[src/rtl/mat_mul_host_port.sv]
// mat_mul_host_port: host-side loader/drainer for the matrix-multiply core.
// Loads both operands, releases the CPU, counts run cycles, drains results.
module mat_mul_host_port #(
    parameter int M      = 20,
    parameter int N      = 20,
    parameter int N2     = 20,
    parameter int DATA_W = 32,
    parameter int ADDR_W = 11
) (
    input  logic              CLOCK_50,
    input  logic              rst,
    input  logic              in_valid,
    output logic              in_ready,
    input  logic [DATA_W-1:0] in_data,
    output logic              out_valid,
    input  logic              out_ready,
    output logic [DATA_W-1:0] out_data,
    output logic              out_last,
    output logic              mem_sel,
    output logic              mem_we,
    output logic [ADDR_W-1:0] mem_addr,
    output logic [DATA_W-1:0] mem_wdata,
    input  logic [DATA_W-1:0] mem_rdata,
    output logic              cpu_rstn,
    input  logic              cpu_done,
    output logic [31:0]       run_cycles
);

    localparam int LD_WORDS  = M * N + N * N2;
    localparam int RES_BASE  = LD_WORDS;
    localparam int RES_WORDS = M * N2;

    localparam logic [ADDR_W-1:0] LD_LAST  = ADDR_W'(LD_WORDS - 1);
    localparam logic [ADDR_W-1:0] RES_LAST = ADDR_W'(RES_WORDS - 1);
    localparam logic [ADDR_W-1:0] RES_BA   = ADDR_W'(RES_BASE);

    typedef enum logic [2:0] {
        S_IDLE,
        S_LOAD,
        S_RUN,
        S_DRAIN_RD,
        S_DRAIN_OUT,
        S_HOLD
    } state_t;

    state_t            state_q;
    logic [ADDR_W-1:0] ld_cnt_q;
    logic [ADDR_W-1:0] rd_cnt_q;
    logic              done_q;
    logic              cpu_rstn_q;
    logic [31:0]       run_cycles_q;
    logic [31:0]       run_cycles_d;

    logic is_load;
    logic is_run;
    logic ld_last;
    logic rd_last;
    logic done_rise;

    assign is_load   = (state_q == S_LOAD);
    assign is_run    = (state_q == S_RUN);
    assign ld_last   = (ld_cnt_q == LD_LAST);
    assign rd_last   = (rd_cnt_q == RES_LAST);
    assign done_rise = cpu_done & ~done_q;

    assign in_ready   = is_load;
    assign out_valid  = (state_q == S_DRAIN_OUT);
    assign out_last   = out_valid & rd_last;
    assign out_data   = out_valid ? mem_rdata : '0;
    assign mem_sel    = ~is_run;
    assign mem_we     = is_load & in_valid;
    assign mem_wdata  = is_load ? in_data : '0;
    assign cpu_rstn   = cpu_rstn_q;
    assign run_cycles = run_cycles_q;

    // Saturating run counter so a hung program cannot wrap back to zero.
    always_comb begin
        run_cycles_d = run_cycles_q;
        if (run_cycles_q != '1) begin
            run_cycles_d = run_cycles_q + 32'd1;
        end
    end

    // Address mux: load pointer while loading, result pointer while draining.
    always_comb begin
        mem_addr = '0;
        unique case (state_q)
            S_LOAD:                  mem_addr = ld_cnt_q;
            S_DRAIN_RD, S_DRAIN_OUT: mem_addr = RES_BA + rd_cnt_q;
            default:                 mem_addr = '0;
        endcase
    end

    // Previous cpu_done level, so only a fresh rise ends the run.
    always_ff @(posedge CLOCK_50 or posedge rst) begin
        if (rst) begin
            done_q <= 1'b0;
        end else begin
            done_q <= cpu_done;
        end
    end

    // Sequencer: load, run, drain one word per read/emit pair, then hold.
    always_ff @(posedge CLOCK_50 or posedge rst) begin
        if (rst) begin
            state_q      <= S_IDLE;
            ld_cnt_q     <= '0;
            rd_cnt_q     <= '0;
            cpu_rstn_q   <= 1'b0;
            run_cycles_q <= '0;
        end else begin
            unique case (state_q)
                S_IDLE: begin
                    state_q <= S_LOAD;
                end
                S_LOAD: begin
                    if (in_valid) begin
                        ld_cnt_q <= ld_cnt_q + 1'b1;
                        if (ld_last) begin
                            state_q    <= S_RUN;
                            cpu_rstn_q <= 1'b1;
                        end
                    end
                end
                S_RUN: begin
                    run_cycles_q <= run_cycles_d;
                    if (done_rise) begin
                        state_q  <= S_DRAIN_RD;
                        rd_cnt_q <= '0;
                    end
                end
                S_DRAIN_RD: begin
                    state_q <= S_DRAIN_OUT;
                end
                S_DRAIN_OUT: begin
                    if (out_ready) begin
                        if (rd_last) begin
                            state_q <= S_HOLD;
                        end else begin
                            rd_cnt_q <= rd_cnt_q + 1'b1;
                            state_q  <= S_DRAIN_RD;
                        end
                    end
                end
                S_HOLD: begin
                    state_q <= S_HOLD;
                end
                default: begin
                    state_q <= S_IDLE;
                end
            endcase
        end
    end

endmodule

[config.mk]
export PLATFORM = sky130hd
export DESIGN_NAME = mat_mul_host_port
export DESIGN_NICKNAME = d
export VERILOG_FILES = /design/src/rtl/mat_mul_host_port.sv
export SDC_FILE = /design/constraint.sdc
export NUM_CORES = 1
export LEC_CHECK = 0
export CORE_UTILIZATION = 55
export DETAILED_ROUTE_END_ITERATION = 8
export DONT_BUFFER_PORTS = 1
export PLACE_DENSITY = 0.7
export SKIP_CTS_REPAIR_TIMING = 1
export SLEW_MARGIN = 15
export SYNTH_ARGS = -nofsm -noshare
export SYNTH_HDL_FRONTEND = slang
export SYNTH_SLANG_ARGS = --single-unit
[constraint.sdc]
create_clock -name CLOCK_50 -period 3.7 [get_ports CLOCK_50]
set_input_delay 0 -clock CLOCK_50 [delete_from_list [all_inputs] [get_ports CLOCK_50]]
set_output_delay 0 -clock CLOCK_50 [all_outputs]
set_load 0.02 [all_outputs]
==> impl_metrics.toml <==
[sta]
final_setup_violations = 0
final_hold_viol_count = 1
finClkSkew_ps = 13.8
worst-slew-pin-transition_ps = 996
grt_setup_unrepaired = "false"
summed_negative_setup_slack_over_all_endpoints_ps = 0
fmax_mhz = 423
layout_setup_ws_ps = 1340
timing.final.crit_period_ps = 2360
finalHoldWorstSlack_ps = -4.03
min_period_over_period_pct = 63.9
slew_headroom_pct = 33.3
timing.final.max_slew_violations = 0

[cells_and_area]
final_layout_size_suffix_gt1_share_pct = 10.8
final_cell_count_no_fill = 477
final_nets = 467
num-fill-cells = 524
syn2layout_area_growth_pct = 7.54

[route]
viasPerCell = 6.14
wl_per_cell_um = 19.8
final_ant_viol_nets = 0
drtIter0Drc = 220
dr_total_vias = 2931
route.detailed.drc = 18
detail_route.first_pass.iterations = 7
wl_mm = 9.44

[synth]
yosys_register_bits = 59
synthesis.nets = 470
sequential_share_of_the_synthesized_area_pct = 40.1
yosys.area.top_type_share_pct = 40.1
synth-edff-count = 0
async_sr_flop_fraction_pct = 100
post-synth-top-count-cell = "sky130_fd_sc_hd__and2_1"
synth_top_area_cell = "sky130_fd_sc_hd__dfrtp_1"
synthesis.area_um2 = 3690
synth_warnings = 0
synth.cells.most_frequent = "66 x sky130_fd_sc_hd__and2_1, 59 x sky130_fd_sc_hd__dfrtp_1, 29 x sky130_fd_sc_hd__xnor2_1"
post_synth_main_area_contributors = "sky130_fd_sc_hd__dfrtp_1 40%, sky130_fd_sc_hd__and2_1 11%, sky130_fd_sc_hd__xnor2_1 6.9%"
synthCells = 397
syn_avg_cell_area_um2 = 9.28
number_of_library_cell_types_mapped_by_synthesis = 52
synth_top_flop_cell = "sky130_fd_sc_hd__dfrtp_1"

[global_route]
grt_antenna_before_repair = 1
grt_max_degree = 60
grt_pass1_vias = 2708
global_route.usage.total_pct = 27.5
grt.overflow.total = 0
first_pass_grt_wire_length_mm = 14.7

[pwr]
power_density_nw_per_um2 = 336
post-layout-total-power_uw = 1330
cellLeakagePower_uw = 0.00180
irDropWorstVdd_uv = 189

[cts]
tritoncts.num_buffers = 9
root_buffer = "sky130_fd_sc_hd__clkbuf_8"
h-tree-depth = 3
clkLatencyLatePin_ps = 340
tritoncts = "done"
path_clk_slew_ps = 60
max-clock-path-buffers = 2
clkSinkCount = 59

[die]
start_util_pct = 57.4
floorplan.die.width_um = 83.9
die_area_um2 = 7030
dieHeight_um = 83.9
area_of_the_placeable_core_um2 = 6420
num_rows = 29
pin_count = 182

[setup_path]
worst-path-max-fanout = 11
timing_worst_setup_path_type = "flop to output port"
critical_path.startpoint_type = "flop"
required_arrival_time_at_the_worst_endpoint_ps = 3700
cp.arrival_ps = 2360
setup.worst_path.end_class = "output port"

[run_status]
outcome = "complete, but fails checks"
failed_checks = "design-rule violations, negative hold slack"

[placement]
placement.setup.worst_slack_ps = 1370
numPortBuffers = 0
hpwl_mm = 7.13
gpl.final_weighted_congestion = 1.02
place.detailed.instances = 456

[job]
max_cap_violations = 0

[min_path]
hold_path_class = "primary input to flop"
## critical path, cell delays in order, from the launching register on
cell and delay [ps]:
sky130_fd_sc_hd__dfrtp_1 460, sky130_fd_sc_hd__nand2b_1 220, sky130_fd_sc_hd__nand2b_1 320, sky130_fd_sc_hd__nand2_1 280, sky130_fd_sc_hd__inv_1 120, sky130_fd_sc_hd__o21ai_0 640
## kinds of logic (layout without fill, tap and decap cells)
group	Yosys count	in the layout	share of synthesized area, %
simple gates	208	208	34.8
flops	59	59	40.1
compound gates	50	50	8.49
xor+xnor	44	44	10.7
buf+inv	29	31	3.73
fa+ha+maj	4	4	1.36
mux	3	3	0.916
other cells	0	1	0
## per-layer routing
layer  global-route usage [%]  part of all wire [%]
met2                     45.8                    50
met4                     15.8                   3.9
met1                     33.8                    40
met3                     4.45                   5.4
met5                        0                     0
## final timing paths
check | from | endpoint | slack (ps) | cells past startpoint
min | out_ready | state_q[0]$_DFFE_PP0P_ | -4 | 3
max reg2reg | state_q[0]$_DFFE_PP0P_ | ld_cnt_q[7]$_DFFE_PP0P_ | 1360 | 7
max | state_q[1]$_DFFE_PP0P_ | mem_addr[10] | 1340 | 5
max in group asynchronous | rst | run_cycles[1]$_DFFE_PP0P_ | 2870 | 3
min reg2reg | ld_cnt_q[4]$_DFFE_PP0P_ | ld_cnt_q[4]$_DFFE_PP0P_ | 520 | 1
min in group asynchronous | rst | rd_cnt_q[1]$_DFFE_PP0P_ | 320 | 3
## power breakdown
group / total (uW) / internal (uW) / switching (uW)
sequential: 646 / 645 / 0.241
clock: 668 / 413 / 255
combinational: 17.6 / 4.24 / 13.4
total: 1330 / 1060 / 269
## metrics by stage
step	cell area [um^2]	util [%]
6_report	3960	61.7
3_5_place_dp	3690	57.5
2_1_floorplan	3690	-
5_1_grt	3960	61.7
3_3_place_gp	3690	57.5
4_1_cts	3920	61.1
## state kept, by name (all words and copies together), names as in the netlist
register    cells
rd_cnt_q       11
state_q         3
ld_cnt_q       11
cpu_rstn        1
run_cycles     32
done_q          1
## cell type report
class	count	area (um^2)	area share (%)
diodes	1	2.50	0.0631
well taps	77	96.3	2.43
multi-input cells	309	2070	52.3
clock inverters	5	75.1	1.89
repair buffers	6	55.1	1.39
inverters	9	35.0	0.884
clock buffers	11	151	3.82
flip-flops and latches	59	1480	37.2
## layout by cell type (no fill, tap or decap), types with 5 or more instances in the layout
| cell | count |
|---|---|
| sky130_fd_sc_hd__a21oi_1 | 7 |
| sky130_fd_sc_hd__dfrtp_1 | 59 |
| sky130_fd_sc_hd__nand2_1 | 28 |
| sky130_fd_sc_hd__a31oi_1 | 5 |
| sky130_fd_sc_hd__nor2_1 | 24 |
| sky130_fd_sc_hd__xor2_1 | 14 |
| sky130_fd_sc_hd__inv_1 | 5 |
| sky130_fd_sc_hd__nand3_1 | 23 |
| sky130_fd_sc_hd__and2_1 | 66 |
| sky130_fd_sc_hd__nand4_1 | 17 |
| sky130_fd_sc_hd__xnor2_1 | 29 |
| sky130_fd_sc_hd__clkbuf_8 | 11 |
| sky130_fd_sc_hd__o21ai_0 | 20 |
| sky130_fd_sc_hd__a22o_1 | 8 |
| sky130_fd_sc_hd__and3_1 | 8 |
| sky130_fd_sc_hd__nor4_1 | 5 |
| sky130_fd_sc_hd__nor3_1 | 7 |
(Power assumes the default switching activity.)
